===== config.mk =====
export PLATFORM = sky130hd
export DESIGN_NAME = spi_rx_deser
export DESIGN_NICKNAME = d
export VERILOG_FILES = /design/src/rtl/spi_pkg.sv /design/src/rtl/sync_fifo.sv /design/src/rtl/spi_rx_deser.sv
export SDC_FILE = /design/constraint.sdc
export NUM_CORES = 1
export LEC_CHECK = 0
export ABC_AREA = 1
export CAP_MARGIN = 20
export CORE_MARGIN = 8
export CORE_UTILIZATION = 52
export DETAILED_ROUTE_END_ITERATION = 10
export PLACE_DENSITY = 0.75
export SETUP_SLACK_MARGIN = 0.15
export SLEW_MARGIN = 20
export SYNTH_ARGS = -nofsm -noshare
export SYNTH_HDL_FRONTEND = slang
export SYNTH_SLANG_ARGS = --single-unit

===== constraint.sdc =====
create_clock -name clk -period 1.5 [get_ports clk]
set_input_delay 0.3 -clock clk [delete_from_list [all_inputs] [get_ports clk]]
set_output_delay 0.3 -clock clk [all_outputs]
set_load 0.01 [all_outputs]

===== src/rtl/spi_pkg.sv =====
// Shared SPI definitions: receive FSM states, default byte width and the
// command/register constants used by the SPI controller.
package spi_pkg;
  localparam int SPI_DATA_W = 8;

  localparam logic [7:0] CMD_WRITE     = 8'h0A;
  localparam logic [7:0] CMD_READ      = 8'h0B;
  localparam logic [7:0] REG_XDATA     = 8'h08;
  localparam logic [7:0] REG_POWER_CTL = 8'h2D;

  typedef enum logic {IDLE, ACTIVE} rx_state_t;
endpackage


===== src/rtl/sync_fifo.sv =====
// First-word-fall-through synchronous FIFO.
// Ports:
//   clk, rst_n   clock, async active-low reset
//   push, wdata  write request; accepted when not full or when popping
//   pop          read request; ignored when empty
//   rdata        head entry (valid while !empty)
//   full, empty  status
// Pointers carry one extra wrap bit so full and empty are distinguishable.
module sync_fifo #(
  parameter int DEPTH  = 4,
  parameter int DATA_W = 8
) (
  input  logic              clk,
  input  logic              rst_n,
  input  logic              push,
  input  logic [DATA_W-1:0] wdata,
  input  logic              pop,
  output logic [DATA_W-1:0] rdata,
  output logic              full,
  output logic              empty
);
  localparam int AW = $clog2(DEPTH);

  logic [DEPTH-1:0][DATA_W-1:0] mem;
  logic [AW:0]                  wr_ptr, rd_ptr;
  logic                         wr_en, rd_en;

  assign empty = (wr_ptr == rd_ptr);
  assign full  = (wr_ptr[AW] != rd_ptr[AW]) && (wr_ptr[AW-1:0] == rd_ptr[AW-1:0]);
  assign rd_en = pop & ~empty;
  // A full FIFO can still take a write when the head leaves in the same cycle.
  assign wr_en = push & (~full | rd_en);
  assign rdata = mem[rd_ptr[AW-1:0]];

  always_ff @(posedge clk or negedge rst_n) begin
    if (!rst_n) begin
      mem    <= '0;
      wr_ptr <= '0;
      rd_ptr <= '0;
    end else begin
      if (wr_en) begin
        mem[wr_ptr[AW-1:0]] <= wdata;
        wr_ptr              <= wr_ptr + (AW+1)'(1);
      end
      if (rd_en) rd_ptr <= rd_ptr + (AW+1)'(1);
    end
  end
endmodule


===== src/rtl/spi_rx_deser.sv =====
// SPI receive deserializer. Samples MISO on rising SCLK edges (SCLK treated
// as data in the clk domain) while the receive window is open, assembles
// MSB-first bytes and queues them in a FWFT FIFO with a valid/ready output.
// Ports:
//   clk, rst_n          system clock, async active-low reset
//   sclk, cs, receive   serial clock, chip select (low active), receive enable
//   miso                asynchronous serial data input
//   rx_data/rx_valid/rx_ready  output byte stream
//   frame_done/frame_err       one-cycle pulses on window close
//   overflow/ovf_clr           sticky drop flag and its clear
//   byte_count          accepted byte count, saturating (SPI_RX_STATS_EN only)
module spi_rx_deser
  import spi_pkg::*;
#(
  parameter int DEPTH  = 4,
  parameter int DATA_W = SPI_DATA_W
) (
  input  logic              clk,
  input  logic              rst_n,
  input  logic              sclk,
  input  logic              cs,
  input  logic              receive,
  input  logic              miso,
  output logic [DATA_W-1:0] rx_data,
  output logic              rx_valid,
  input  logic              rx_ready,
  output logic              frame_done,
  output logic              frame_err,
  output logic              overflow,
`ifdef SPI_RX_STATS_EN
  output logic [15:0]       byte_count,
`endif
  input  logic              ovf_clr
);
  localparam int CW = $clog2(DATA_W);
  localparam logic [CW-1:0] LAST = CW'(DATA_W-1);

  rx_state_t         state, state_nx;
  logic [CW-1:0]     bit_cnt, cnt_nx;
  logic [DATA_W-1:0] shift, shift_nx, push_data;
  logic              miso_q, miso_s, sclk_d;
  logic              edge_s, window, push, pop, full, empty;
  logic              fd_nx, fe_nx, push_ok;

  assign edge_s    = sclk & ~sclk_d;
  assign window    = receive & ~cs;
  assign push_data = {shift[DATA_W-2:0], miso_s};
  assign rx_valid  = ~empty;
  assign pop       = rx_valid & rx_ready;
  assign push_ok   = push & (~full | pop);

  always_comb begin
    state_nx = state;
    cnt_nx   = bit_cnt;
    shift_nx = shift;
    push     = 1'b0;
    fd_nx    = 1'b0;
    fe_nx    = 1'b0;
    case (state)
      IDLE: begin
        cnt_nx = '0;
        if (window) state_nx = ACTIVE;
      end
      ACTIVE: begin
        // Edge handling first so a byte completing on the closing cycle
        // is still pushed and does not count as partial.
        if (edge_s) begin
          shift_nx = push_data;
          if (bit_cnt == LAST) begin
            push   = 1'b1;
            cnt_nx = '0;
          end else begin
            cnt_nx = bit_cnt + CW'(1);
          end
        end
        if (!window) begin
          state_nx = IDLE;
          fd_nx    = 1'b1;
          fe_nx    = (cnt_nx != '0);
          cnt_nx   = '0;
          shift_nx = '0;
        end
      end
      default: state_nx = IDLE;
    endcase
  end

  always_ff @(posedge clk or negedge rst_n) begin
    if (!rst_n) begin
      state      <= IDLE;
      bit_cnt    <= '0;
      shift      <= '0;
      miso_q     <= 1'b0;
      miso_s     <= 1'b0;
      sclk_d     <= 1'b0;
      frame_done <= 1'b0;
      frame_err  <= 1'b0;
      overflow   <= 1'b0;
    end else begin
      state      <= state_nx;
      bit_cnt    <= cnt_nx;
      shift      <= shift_nx;
      miso_q     <= miso;
      miso_s     <= miso_q;
      sclk_d     <= sclk;
      frame_done <= fd_nx;
      frame_err  <= fe_nx;
      // Set dominates clear.
      overflow   <= (push & ~push_ok) | (overflow & ~ovf_clr);
    end
  end

`ifdef SPI_RX_STATS_EN
  always_ff @(posedge clk or negedge rst_n) begin
    if (!rst_n)                             byte_count <= '0;
    else if (push_ok && byte_count != '1)   byte_count <= byte_count + 16'd1;
  end
`endif

  sync_fifo #(.DEPTH(DEPTH), .DATA_W(DATA_W)) u_fifo (
    .clk   (clk),
    .rst_n (rst_n),
    .push  (push),
    .wdata (push_data),
    .pop   (pop),
    .rdata (rx_data),
    .full  (full),
    .empty (empty)
  );
endmodule

==> results.txt, run 1 <==
Antenna-violating nets left - 0
CTS buffer count - 5
Cell leakage power - 0.00182 uW
Initial antenna violation count - 0
Violated checks - setup timing
Number of max-cap violations - 0
Worst rel slew slack - 0.716
Area occupied by multi-input gates - 1340 um^2
Final Skew - 14.1 ps
Drt drc - 0
WL final - 7590 um
Die H - 87.1 um
Synth cell types - 22
Status - finished with violations
Flops & latches, synth - 55
CP arrival - 1430 ps
Post-Syn Instances - 301
Diodes inserted - 0
Fmax - 578 MHz
Gr usage total - 0.222
TritonCTS clock tree - done
Layout cell share with drive strength beyond 1 - 0.339
PnR worst setup slack - -231 ps
Crit-path max cell delay - 480 ps
Commonest non-fill, non-tap cell in the layout - nand2_1
Clock sink count - 55
Worst slew pin tran - 426 ps
Die area - 7590 um^2
IO buf count - 19
CTS Buffer Depth - 2
Chip width - 87.1 um
Routability-driven placement congestion ratio - 0.815
DR WL/cell - 17.5 um
WP buf/inv - 2
WHS - 154 ps
DR vias/cell - 5.73
CP Capture Type - output port
CP Max Fanout - 6
1st-iter DRT viols - 271
Commonest non-fill, non-tap cells in the layout - 76 x nand2_1, 54 x dfrtp_1, 33 x nand4_1, 22 x buf_4, 16 x nor2_1
Filler cell count - 342
Post-synthesis sequential area ratio - 0.523
Clk Latency, worst-skew pair - 320 ps
Final nets - 377
Fin. max-slew vios - 0
H-tree levels - 2
Hold crit path type - in -> reg
PwrDens - 1260 nW/um^2
# setup viols final - 44
Top delay family on crit path - flip-flops
CORE AREA - 4980 um^2
Min Tclk post-route - 1730 ps
Unrepaired setup endpoints after global routing - yes
Largest net degree at the start of global routing - 56
Startpoint Class - register
CP required - 1200 ps
Period utilization - 1.15
Row count - 26
Vias - 2,482
Drt pass-1 iters - 6
Clock root cell - clkbuf_8
Syn nets - 316
Layout area overhead - 40.9%
Worst Path Class, Setup - reg -> out
Starting Density - 0.528
Vias in the first global route - 2,591
Clock Pin Slew Worst Setup and Hold Paths - 100 ps
Finished Core Util - 0.745
DP Wirelength - 4230 um
Mapped cell area - 2630 um^2
I/O Pins - 20
Final Hold Fails - 0
Grt total ovfl - 0
Global-route wire length before repair - 13,000 um
Peak supply drop - 0.657 mV
Worst path cell trace - buf_6 -> o21ai_1 -> o22ai_2 -> buf_2
Synth Area per Inst - 8.74 um^2
Slowest-stage cell, CP - dfrtp_2
Synth Warn # - 0
Register area - 1380 um^2
flip-flops by register name (all words and copies together), names as in the netlist:
| signal | cells |
|---|---|
| bit_cnt | 3 |
| frame_done | 1 |
| frame_err | 1 |
| miso_q | 1 |
| miso_s | 1 |
| overflow | 1 |
| sclk_d | 1 |
| shift | 7 |
| state | 1 |
| u_fifo.mem | 32 |
| u_fifo.rd_ptr | 3 |
| u_fifo.wr_ptr | 3 |
stage by stage:
| step | instance area (um^2) | total power, uW | setup TNS, ps | instances | setup WS [ps] |
|---|---|---|---|---|---|
| after detailed placement | 3150 | 3210 | -10900 | 410 | -286 |
| after CTS | 3660 | 4600 | -3010 | 433 | -201 |
| after global routing | 3710 | 4910 | -7640 | 433 | -293 |
| after global placement | 3150 | 3190 | -9910 | 410 | -256 |
| after floorplan | 2700 | 2520 | 0 | 301 | 137 |
| final | 3710 | 4660 | -4710 | 433 | -231 |
metal layers:
layer / track usage / vias up / wire [um]
li1: - / 1139 / -
met1: 0.260 / 1196 / 3030
met2: 0.368 / 118 / 3780
met3: 0.0538 / 29 / 530
met4: 0.113 / 0 / 248
met5: 0 / - / 0
synth_stat cells (all sizes together):
cell	count	area [um^2]
a21oi	1	8.76
buf	12	96.3
clkbuf	4	16.3
dfrtp	55	1380
ha	7	87.6
inv	21	81.3
nand2	93	357
nand3	12	72.6
nand4	33	206
nor2	25	116
o21ai	23	115
o22ai	14	87.6
xnor2	1	8.76
power breakdown:
part / switching [uW] / internal (uW) / leakage [uW] / total (uW)
clock: 493 / 337 / 0.0000454 / 829
sequential: 66.3 / 1530 / 0.000753 / 1600
combinational: 1130 / 1100 / 0.00102 / 2230
total: 1690 / 2970 / 0.00182 / 4660
area by class of cell:
cell class | count | area share
clock inverters | 2 | 0.00473
multi-input cells | 211 | 0.361
clock buffers | 6 | 0.0196
inverters | 21 | 0.0226
flip-flops and latches | 55 | 0.372
repair buffers | 68 | 0.197
well taps | 70 | 0.0236
repair_timing:
item	CTS	global route
endpoints found under the setup margin	52	58
gates cloned	7	0
hold endpoints to repair	55	0
gates resized for setup	125	17
hold buffers	1	0
buffers inserted	7	0
pin swaps	28	4
path summary, 6_finish.rpt:
kind                       depth (start not counted)  slack, ps                          from                         end
max reg2reg                                       11       -180  u_fifo.rd_ptr[0]$_DFFE_PN0P_  u_fifo.mem[28]$_DFFE_PN0P_
min reg2reg                                        0        360              miso_q$_DFF_PN0_            miso_s$_DFF_PN0_
min in group asynchronous                          3        500                         rst_n  u_fifo.mem[26]$_DFFE_PN0P_
min                                                1        150                          sclk            sclk_d$_DFF_PN0_
max in group asynchronous                          3        740                         rst_n   u_fifo.mem[5]$_DFFE_PN0P_
max                                                4       -230  u_fifo.rd_ptr[0]$_DFFE_PN0P_                  rx_data[5]
kinds of logic (layout without fill, tap and decap cells):
group | Yosys count | in the layout | synth area share
flops | 55 | 55 | 0.523
compound gates | 38 | 38 | 0.0804
buf+inv | 37 | 97 | 0.0737
fa+ha+maj | 7 | 7 | 0.0333
xor+xnor | 1 | 1 | 0.00333
simple gates | 163 | 165 | 0.286
(Power assumes the default switching activity.)
==> run 2, diff against run 1 <==
- ABC_CLOCK_PERIOD_IN_PS: not set -> 1500
==> results of run 2 <==
No change in the layout: final DEF, timing and power equal those of run 1.
==> run 3, diff against run 2 <==
- ABC_CLOCK_PERIOD_IN_PS: 1500 -> 1400
- clock period: 1.5 -> 1.4 ns (I/O delays scaled with it)
==> run 3 against run 2 <==
The run still ends with setup timing left. Clock skew fell by 2.7 ps. Clock-buffer cell count fell by 1. Non-clock buffer count rose by 15. Largest cell class unchanged. Critical endpoint is now u_fifo.mem[29]$_DFFE_PN0P_. Via count rose by 7.4%. Sequential power rose by 8%.
==> results.txt, run 3 (synthesized netlist as in run 1, its figures left out) <==
Global-route wire length before repair - 12,700 um
CP required - 1610 ps
DP Wirelength - 4450 um
Period utilization - 1.22
Register area - 1380 um^2
Fmax - 586 MHz
Final Hold Fails - 0
Status - finished with violations
Clock sink count - 55
Chip width - 87.1 um
WL final - 7870 um
Worst slew pin tran - 380 ps
Worst rel slew slack - 0.746
Cell leakage power - 0.00189 uW
Clock root cell - clkbuf_8
Max reg flops - 32
PwrDens - 1320 nW/um^2
Hold depth - 1
Clock Pin Slew Worst Setup and Hold Paths - 110 ps
IO buf count - 19
Min Tclk post-route - 1710 ps
Crit-path max cell delay - 460 ps
Unrepaired setup endpoints after global routing - yes
Startpoint Class - register
CTS buffer count - 5
PnR worst setup slack - -307 ps
Row count - 26
Vias - 2,666
Commonest non-fill, non-tap cells in the layout - 80 x nand2_1, 53 x dfrtp_1, 43 x buf_4, 33 x nand4_1
DR WL/cell - 17.4 um
Layout area overhead - 43.4%
Commonest non-fill, non-tap cell in the layout - nand2_1
# setup viols final - 44
Vias in the first global route - 2,545
I/O Pins - 20
Routability-driven placement congestion ratio - 0.824
Peak supply drop - 0.749 mV
Worst Path Class, Setup - reg -> reg
CP dominant cell by count - nand2_2
Filler cell count - 313
Hold crit path type - in -> reg
Top delay family on crit path - buffers and inverters
Drt drc - 0
Placed instance area - 3250 um^2
Worst path cell trace - buf_12 -> inv_8 -> nand2_2 -> nand2_2 -> nor2_4 -> buf_4 -> nand2_8 -> bufbuf_16 -> nand4_1 -> nand2_1
Final nets - 395
Initial antenna violation count - 0
Power Total - 4990 uW
Antenna-violating nets left - 0
Diodes inserted - 0
Largest net degree at the start of global routing - 56
Final Skew - 11.4 ps
CP Capture Type - register
Layout cell share with drive strength beyond 1 - 0.402
TritonCTS clock tree - done
CP Max Fanout - 6
WP buf/inv - 4
CORE AREA - 4980 um^2
Grt total ovfl - 0
1st-iter DRT viols - 307
CP arrival - 1920 ps
Drt pass-1 iters - 5
Biggest regs - u_fifo.mem: 32 flops, shift: 7 flops
Starting Density - 0.528
Setup_tns - -10,490 ps
H-tree levels - 2
Violated checks - setup timing
Cell area after layout - 3770 um^2
Levels on crit path - 10
Register with the most flip-flops - u_fifo.mem
Slowest-stage cell, CP - dfrtp_2
Area occupied by multi-input gates - 1330 um^2
Die area - 7590 um^2
Worst r2r path cells - 10
Number of max-cap violations - 0
CTS Buffer Depth - 2
Gr usage total - 0.214
Fin. max-slew vios - 0
Finished Core Util - 0.758
Clk Latency, worst-skew pair - 320 ps
Die H - 87.1 um
Dpl ws - -414 ps
DR vias/cell - 5.91
## run 3: cell count changes in the layout (fill, tap and decap cells not counted), sizes merged, moves of 2 or more
cell           change
inv                +5
clkdlybuf4s15      +2
dlygate4sd2        -2
buf               +14
## run 3: layer usage
| layer | GRT usage | wire length, um | vias up |
|---|---|---|---|
| met5 | 0 | 0 | - |
| met4 | 0.0734 | 351 | 0 |
| met3 | 0.0528 | 702 | 46 |
| met2 | 0.358 | 3830 | 172 |
| met1 | 0.262 | 2980 | 1268 |
| li1 | - | - | 1180 |
## run 3: timing repair
item	CTS	global route
hold buffers	1	0
resized for setup	116	28
endpoints found under the hold margin	55	0
endpoints found under the setup margin	62	56
setup buffers	6	5
gates cloned	9	2
pin swaps	9	5
## run 3: final timing paths
path | from | to | slack (ps)
hold reg to reg | miso_q$_DFF_PN0_ | miso_s$_DFF_PN0_ | 360
setup / recovery | u_fifo.rd_ptr[0]$_DFFE_PN0P_ | u_fifo.mem[29]$_DFFE_PN0P_ | -310
max in group asynchronous | rst_n | u_fifo.rd_ptr[0]$_DFFE_PN0P_ | 660
setup reg to reg | u_fifo.rd_ptr[0]$_DFFE_PN0P_ | u_fifo.mem[29]$_DFFE_PN0P_ | -310
hold / removal | sclk | sclk_d$_DFF_PN0_ | 240
min in group asynchronous | rst_n | u_fifo.rd_ptr[2]$_DFFE_PN0P_ | 480
## run 3: worst reg2reg max path, stage by stage (launching register included)
cell and delay (ps):
dfrtp_2 460, buf_12 180, inv_8 50, nand2_2 50, nand2_2 60, nor2_4 90
buf_4 170, nand2_8 90, bufbuf_16 290, nand4_1 90, nand2_1 80
## run 3: power by group
group,leakage [uW],total [uW],switching (uW),internal (uW)
combinational,0.00109,2350,1290,1060
clock,0.0000489,912,549,363
sequential,0.000752,1730,85.1,1650
total,0.00189,4990,1920,3070
## run 3: final cells by class
| cell class | count | share of cell area |
|---|---|---|
| multi-input cells | 211 | 0.352 |
| clock buffers | 5 | 0.0182 |
| repair buffers | 83 | 0.203 |
| repair inverters | 3 | 0.00697 |
| inverters | 21 | 0.0242 |
| well taps | 70 | 0.0232 |
| clock inverters | 3 | 0.00597 |
| flip-flops and latches | 55 | 0.366 |
## run 3: stage by stage
stage	hold WS [ps]	cells
3_5_place_dp	299	420
3_3_place_gp	299	420
6_report	237	451
5_1_grt	229	451
4_1_cts	230	444
2_1_floorplan	-15.6	301
